<file path="src/rtl/hvtx_pkg.sv">
// Shared types for the HDMI TX raster feed: pixel payload, feed FSM states
// and the FIFO word that carries the start-of-frame marker with each pixel.
package hvtx_pkg;

    localparam int unsigned PIXEL_W = 24;

    typedef logic [2:0][7:0] pixel_t;

    typedef enum logic [1:0] {
        SEEK  = 2'd0,
        ARMED = 2'd1,
        RUN   = 2'd2
    } feed_state_t;

    typedef struct packed {
        logic   sof;
        pixel_t pixel;
    } fifo_word_t;

endpackage

</file>
<file path="src/rtl/hvtx_fifo.sv">
// Synchronous FIFO holding {sof, pixel} words between producer and raster.
// Ports: i_clk/i_rst_n clock and async active-low reset; i_push/i_wdata write
// side; i_pop read side; o_head current head word; o_empty/o_full flags;
// o_count occupancy (0..DEPTH).
module hvtx_fifo
    import hvtx_pkg::*;
#(
    parameter int unsigned DEPTH = 16
) (
    input  logic                     i_clk,
    input  logic                     i_rst_n,
    input  logic                     i_push,
    input  fifo_word_t               i_wdata,
    input  logic                     i_pop,
    output fifo_word_t               o_head,
    output logic                     o_empty,
    output logic                     o_full,
    output logic [$clog2(DEPTH):0]   o_count
);

    localparam int unsigned AW = $clog2(DEPTH);
    localparam int unsigned PW = AW + 1;

    fifo_word_t    r_mem [DEPTH];
    logic [PW-1:0] r_wptr;
    logic [PW-1:0] r_rptr;
    logic          w_do_push;
    logic          w_do_pop;

    // Extra pointer bit distinguishes full from empty when the indices match.
    assign o_count   = r_wptr - r_rptr;
    assign o_empty   = (o_count == '0);
    assign o_full    = (o_count == PW'(DEPTH));
    assign o_head    = r_mem[r_rptr[AW-1:0]];
    assign w_do_push = i_push && !o_full;
    assign w_do_pop  = i_pop && !o_empty;

    // Pointer state
    always_ff @(posedge i_clk or negedge i_rst_n) begin
        if (!i_rst_n) begin
            r_wptr <= '0;
            r_rptr <= '0;
        end else begin
            if (w_do_push) r_wptr <= r_wptr + PW'(1);
            if (w_do_pop)  r_rptr <= r_rptr + PW'(1);
        end
    end

    // Storage; a word written this cycle is visible at the head next cycle.
    always_ff @(posedge i_clk) begin
        if (w_do_push) r_mem[r_wptr[AW-1:0]] <= i_wdata;
    end

endmodule

</file>
<file path="src/rtl/hvtx_raster_feed.sv">
// Raster-aligned pixel feed for the TMDS modulator. Buffers a valid/ready
// pixel stream and pops one pixel per active (x, y), registering the result
// so it lines up with the sync stage's registered data-enable.
// Ports: i_clk/i_rst_n clock and async active-low reset; i_x/i_y cursor;
// i_valid/o_ready/i_sof/i_pixel producer stream; o_video pixel out;
// o_locked feed in RUN; o_underflow one-cycle pulse; o_err_cnt saturating
// underflow + misalign count.
module hvtx_raster_feed
    import hvtx_pkg::*;
#(
    parameter int unsigned       WIDTH         = 12,
    parameter logic [WIDTH-1:0]  ACTIVE_WIDTH  = WIDTH'(1280),
    parameter logic [WIDTH-1:0]  ACTIVE_HEIGHT = WIDTH'(720),
    parameter int unsigned       DEPTH         = 16,
    parameter pixel_t            FILL_COLOR    = 24'h000000
) (
    input  logic             i_clk,
    input  logic             i_rst_n,
    input  logic [WIDTH-1:0] i_x,
    input  logic [WIDTH-1:0] i_y,
    input  logic             i_valid,
    output logic             o_ready,
    input  logic             i_sof,
    input  pixel_t           i_pixel,
    output pixel_t           o_video,
    output logic             o_locked,
    output logic             o_underflow,
    output logic [7:0]       o_err_cnt
);

    localparam int unsigned CW = $clog2(DEPTH) + 1;

    feed_state_t r_state;
    pixel_t      r_video;
    logic        r_ready;
    logic        r_locked;
    logic        r_underflow;
    logic [7:0]  r_err_cnt;

    fifo_word_t  w_head;
    fifo_word_t  w_wdata;
    logic        w_empty;
    logic        w_full;
    logic [CW-1:0] w_count;
    logic [CW-1:0] w_cnt_nxt;
    logic        w_push;
    logic        w_pop;
    logic        w_show;
    logic        w_need;
    logic        w_origin;
    logic        w_uflow;
    logic        w_err_evt;
    feed_state_t w_state_nxt;

    assign w_need    = (i_x < ACTIVE_WIDTH) && (i_y < ACTIVE_HEIGHT);
    assign w_origin  = (i_x == '0) && (i_y == '0);
    assign w_push    = i_valid && r_ready && !w_full;
    assign w_wdata   = '{sof: i_sof, pixel: i_pixel};
    // Ready looks one cycle ahead so a full FIFO never sees another push.
    assign w_cnt_nxt = w_count + CW'(w_push) - CW'(w_pop);

    hvtx_fifo #(
        .DEPTH (DEPTH)
    ) u_fifo (
        .i_clk   (i_clk),
        .i_rst_n (i_rst_n),
        .i_push  (w_push),
        .i_wdata (w_wdata),
        .i_pop   (w_pop),
        .o_head  (w_head),
        .o_empty (w_empty),
        .o_full  (w_full),
        .o_count (w_count)
    );

    // Feed decisions: pop strobe, error events and next state.
    always_comb begin
        w_pop       = 1'b0;
        w_show      = 1'b0;
        w_uflow     = 1'b0;
        w_err_evt   = 1'b0;
        w_state_nxt = r_state;
        case (r_state)
            SEEK: begin
                // Drain everything up to the next frame start.
                if (!w_empty) begin
                    if (w_head.sof) w_state_nxt = ARMED;
                    else            w_pop       = 1'b1;
                end
            end
            ARMED: begin
                if (w_origin && !w_empty) begin
                    w_pop       = 1'b1;
                    w_show      = 1'b1;
                    w_state_nxt = RUN;
                end
            end
            RUN: begin
                if (w_need) begin
                    if (w_empty) begin
                        w_uflow     = 1'b1;
                        w_err_evt   = 1'b1;
                        w_state_nxt = SEEK;
                    end else if (w_origin && !w_head.sof) begin
                        w_err_evt   = 1'b1;
                        w_state_nxt = SEEK;
                    end else if (!w_origin && w_head.sof) begin
                        // Frame came up short: keep the new frame's head for the next origin.
                        w_err_evt   = 1'b1;
                        w_state_nxt = ARMED;
                    end else begin
                        w_pop  = 1'b1;
                        w_show = 1'b1;
                    end
                end
            end
            default: w_state_nxt = SEEK;
        endcase
    end

    // State and registered outputs
    always_ff @(posedge i_clk or negedge i_rst_n) begin
        if (!i_rst_n) begin
            r_state     <= SEEK;
            r_video     <= FILL_COLOR;
            r_ready     <= 1'b0;
            r_locked    <= 1'b0;
            r_underflow <= 1'b0;
            r_err_cnt   <= 8'h00;
        end else begin
            r_state     <= w_state_nxt;
            r_video     <= w_show ? w_head.pixel : FILL_COLOR;
            r_ready     <= (w_cnt_nxt != CW'(DEPTH));
            r_locked    <= (w_state_nxt == RUN);
            r_underflow <= w_uflow;
            if (w_err_evt && (r_err_cnt != 8'hFF)) r_err_cnt <= r_err_cnt + 8'd1;
        end
    end

    assign o_video     = r_video;
    assign o_ready     = r_ready;
    assign o_locked    = r_locked;
    assign o_underflow = r_underflow;
    assign o_err_cnt   = r_err_cnt;

endmodule

</file>
<file path="config.mk">
export PLATFORM = sky130hd
export DESIGN_NAME = hvtx_raster_feed
export DESIGN_NICKNAME = d
export VERILOG_FILES = /design/src/rtl/hvtx_pkg.sv /design/src/rtl/hvtx_fifo.sv /design/src/rtl/hvtx_raster_feed.sv
export SDC_FILE = /design/constraint.sdc
export NUM_CORES = 1
export LEC_CHECK = 0
export ABC_AREA = 1
export CELL_PAD_IN_SITES_DETAIL_PLACEMENT = 0
export CELL_PAD_IN_SITES_GLOBAL_PLACEMENT = 1
export CORE_ASPECT_RATIO = 1.25
export CORE_UTILIZATION = 40
export DETAILED_ROUTE_END_ITERATION = 10
export PLACE_DENSITY = 0.69
export SYNTH_ARGS = -nofsm -noshare
export SYNTH_HDL_FRONTEND = slang
export SYNTH_SLANG_ARGS = --single-unit
export TNS_END_PERCENT = 20
</file>
<file path="constraint.sdc">
create_clock -name i_clk -period 11.41 [get_ports i_clk]
set_input_delay 3.423 -clock i_clk [delete_from_list [all_inputs] [get_ports i_clk]]
set_output_delay 3.423 -clock i_clk [all_outputs]
set_load 0.05 [all_outputs]
</file>
==> flow_summary_export.csv <==
group,metric,value,unit
pwr,clock_power_share,0.294,
synthesis,synth_xor_area_frac,0.008538,
pwr,swShare,0.3487,
die,core_region_area,45280,um^2
place,dpl_cell_area,19890,um^2
setup_path,worstReg2RegStart,"u_fifo.r_rptr[0]$_DFFE_PN0P_",
global_route,grt_max_degree,138,
die,die_h,242.2,um
routing,routed_wl,46210,um
sta,slew-limit-headroom,0.2276,
routing,via_per_inst,5.321,
die,rows,87,
die,ios,87,
layout,design_area,21420,um^2
clock_network,h-tree-depth,2,
outcome,run_status,"completed",
global_route,overflow,0,
sta,rsz0062_at_grt,"false",
setup_path,path_cells,"clkdlybuf4s50_1, nor2_1, nand2_1, nor2_1, nand2_1, nor2_2, ha_1, nand2_4, nor2_2, nor2_1, nand2_2, nand2_4, inv_1, ha_1, inv_1, ha_1, fa_1, xor2_1, nor4_1, nand3_1",
setup_path,r2r_slack,5750,ps
synthesis,synth-seq-cells,447,
layout,layout.nets,1638,
synthesis,async_flop_share,0.1051,
place,port_buffers,86,
clock_network,clk_latency,560,ps
routing,drt-met1-wl,18540,um
synthesis,synth_warnings,0,
flow_run,maxCapViolCount,0,
setup_path,start_kind,"input pin",
die,die-area,47030,um^2
pwr,power_density,241.0,nW/um^2
routing,drt_iter0_markers,773,
sta,period_share,0.5516,
sta,post-route-min-period,6294,ps
clock_network,clock_sinks,447,
layout,area_growth,16.00,%
layout,diodes,0,
synthesis,synthSimpleGateAreaFrac,0.1304,
setup_path,cp.arrival,6720,ps
clock_network,cts_tree,"built",
synthesis,synthCells,1484,
routing,wl_per_cell,21.22,um
sta,fin_skew,15.18,ps
routing,first_pass_iters,5,
synthesis,yosysTopAreaCell,"edfxtp_1",
synthesis,ys.flop_type,"edfxtp_1",
die,die_w,194.2,um
synthesis,synth-compound-area-share,0.09127,
synthesis,mappedNetlistNets,1560,
synthesis,synth_area_leaders,"edfxtp_1 (65%), nand2_1 (8.4%), dfrtp_1 (6.4%)",
clock_network,cts_buffers,46,
pwr,ir_drop,137.1,uV
pwr,p_leak,7.772,nW
synthesis,synth_fa_ha_area_frac,0.01708,
routing,drc,0,
synthesis,yosys.cell_types.count,46,
place,routabilityCongestion,0.7781,
setup_path,crit_required,11840,ps
min_path,worstHoldPathType,"reg -> reg",
routing,routed-wl-met2,23740,um
global_route,antenna_found_initial,2,
pwr,seq_power_share,0.398,
setup_path,endpoint_kind,"flip-flop",
setup_path,cp_max_fo,8,
sta,slew_violations,0,
clock_network,clk_pin_slew,60,ps
die,initial_core_util,0.4078,
sta,setup-violations-final,0,
setup_path,cp_slowest_cell,"fa_1",
sta,tightest_slew,1156,ps
routing,antenna_left,0,
clock_network,cts_root_buf,"clkbuf_16",
synthesis,syn_area_per_cell,12.44,um^2
clock_network,cts.path.max_buffers,3,
routing,highest_layer,"met5",
setup_path,r2r-end,"o_ready$_DFF_PN0_",
clock_network,cts_setup_buffers,0,
setup_path,reg2reg_depth,24,
pwr,intPower,3.361,mW
synthesis,synth_top_family_by_area,"simple AND/OR/NAND/NOR gates",
global_route,grt_pass1_wl,70020,um
synthesis,synth_edf_count,400,
routing,vias,11583,
setup_path,worstSetupStartpoint,"i_x[6]",
global_route,track_usage,0.1984,
synthesis,netlist_area,18470,um^2
sta,final_hold_viol_count,0,
layout,drive_above_1_share,0.09131,
routing,dr_wl_met3,2286,um
setup_path,critPathKind,"in -> reg",
setup_path,cpPeakStageDelay,460,ps
clock_network,hold_buffers,0,
synthesis,synth_top_area_frac,0.6505,
synthesis,seq_area_frac_synth,0.7142,
setup_path,crit_end,"o_ready$_DFF_PN0_",
sta,clock.fmax,158.9,MHz
synthesis,synth_mux_area_frac,0,
pwr,combPwrFrac,0.308,
place,hpwlAfterDp,23720,um
global_route,grt_pass1_vias,11532,
pwr,p_switching,1.800,mW
clock_network,cts_resized,0,
sta,tns,0,ps
-- critical path, delay by kind of cell --
family | cells | cell delay, ps
adders and majority gates | 4 | 1220
buffers and inverters | 3 | 490
and+or+nand+nor | 12 | 1440
xor gates and xnor gates | 1 | 160
-- state kept, by name (all words and copies together), names as in the netlist --
| signal | count |
|---|---|
| u_fifo.r_rptr | 5 |
| o_err_cnt | 8 |
| u_fifo.r_wptr | 5 |
| r_state | 2 |
| o_ready | 1 |
| o_locked | 1 |
| o_underflow | 1 |
| o_video | 24 |
| u_fifo.r_mem | 400 |
-- power by group through the flow --
stage                     registers [mW]  logic (mW)  clock network [mW]
after floorplan                     2.03        1.22                   0
after global placement              2.08        1.58                   0
after detailed placement            2.09        1.60                   0
after CTS                           2.05        1.61                1.54
after global routing                2.07        1.79                1.60
final                               2.05        1.59                1.52
-- cell usage after synthesis (13+ instances only) --
| cell | n |
|---|---|
| a21oi_1 | 145 |
| a22oi_1 | 40 |
| a32o_1 | 23 |
| buf_2 | 45 |
| buf_4 | 16 |
| dfrtp_1 | 47 |
| edfxtp_1 | 400 |
| ha_1 | 22 |
| inv_1 | 61 |
| nand2_1 | 411 |
| nand3_1 | 63 |
| nor2_1 | 68 |
| o21ai_0 | 18 |
| o31ai_1 | 13 |
-- routing by layer --
metal,vias up,GRT usage
li1,5439,-
met1,5696,0.2380
met2,344,0.3546
met3,102,0.03160
met4,2,0.07960
met5,-,0
-- cell type report --
| class | count | area (um^2) |
|---|---|---|
| sequential | 447 | 13190 |
| fill | 4007 | 23860 |
| timing repair buffer | 110 | 1036 |
| inverter | 66 | 256.5 |
| tap | 578 | 723.2 |
| clock buffer | 63 | 1309 |
| clock inverter | 22 | 222.7 |
| multi-input combinational | 891 | 4679 |
-- metrics by stage --
stage / cells / hold slack, ps / worst slack (ps) / util / power, mW
floorplan: 1484 / 463.2 / 5266 / - / 3.250
global placement: 2092 / 485.2 / 4571 / 0.4392 / 3.659
detailed placement: 2092 / 490.7 / 4490 / 0.4392 / 3.688
CTS: 2177 / 498.8 / 5073 / 0.4730 / 5.201
global route: 2177 / 525.9 / 4765 / 0.4730 / 5.459
finish: 2177 / 495.9 / 5116 / 0.4730 / 5.161
-- layout by cell type (no fill, tap or decap), drive strengths merged, types with 4 or more instances in the layout --
master,count
inv,66
a32o,23
o31ai,13
xor2,12
nor2,73
edfxtp,400
clkbuf,63
o211ai,4
o21ai,31
nand3,67
nor3,14
bufinv,4
a21oi,146
nand2,418
clkdlybuf4s50,85
xnor2,6
clkinv,16
ha,22
o311ai,6
buf,25
dfrtp,47
a22oi,40
-- kinds of logic after synthesis --
group	after synthesis
simple gates	578
compound gates	271
flops	447
fa+ha+maj	24
xor+xnor	18
buf+inv	146
-- worst min-delay path by stage --
stage | start | endpoint | slack, ps | cells after the start
after floorplan | u_fifo.r_wptr[4]$_DFFE_PN0P_ | u_fifo.r_wptr[4]$_DFFE_PN0P_ | 460 | 1
after global placement | u_fifo.r_wptr[4]$_DFFE_PN0P_ | u_fifo.r_wptr[4]$_DFFE_PN0P_ | 490 | 1
after detailed placement | u_fifo.r_wptr[4]$_DFFE_PN0P_ | u_fifo.r_wptr[4]$_DFFE_PN0P_ | 490 | 1
after CTS | u_fifo.r_wptr[4]$_DFFE_PN0P_ | u_fifo.r_wptr[4]$_DFFE_PN0P_ | 500 | 1
after global routing | u_fifo.r_wptr[4]$_DFFE_PN0P_ | u_fifo.r_wptr[4]$_DFFE_PN0P_ | 530 | 1
final | u_fifo.r_wptr[4]$_DFFE_PN0P_ | u_fifo.r_wptr[4]$_DFFE_PN0P_ | 500 | 1
Power figures use the tool's default switching activity.
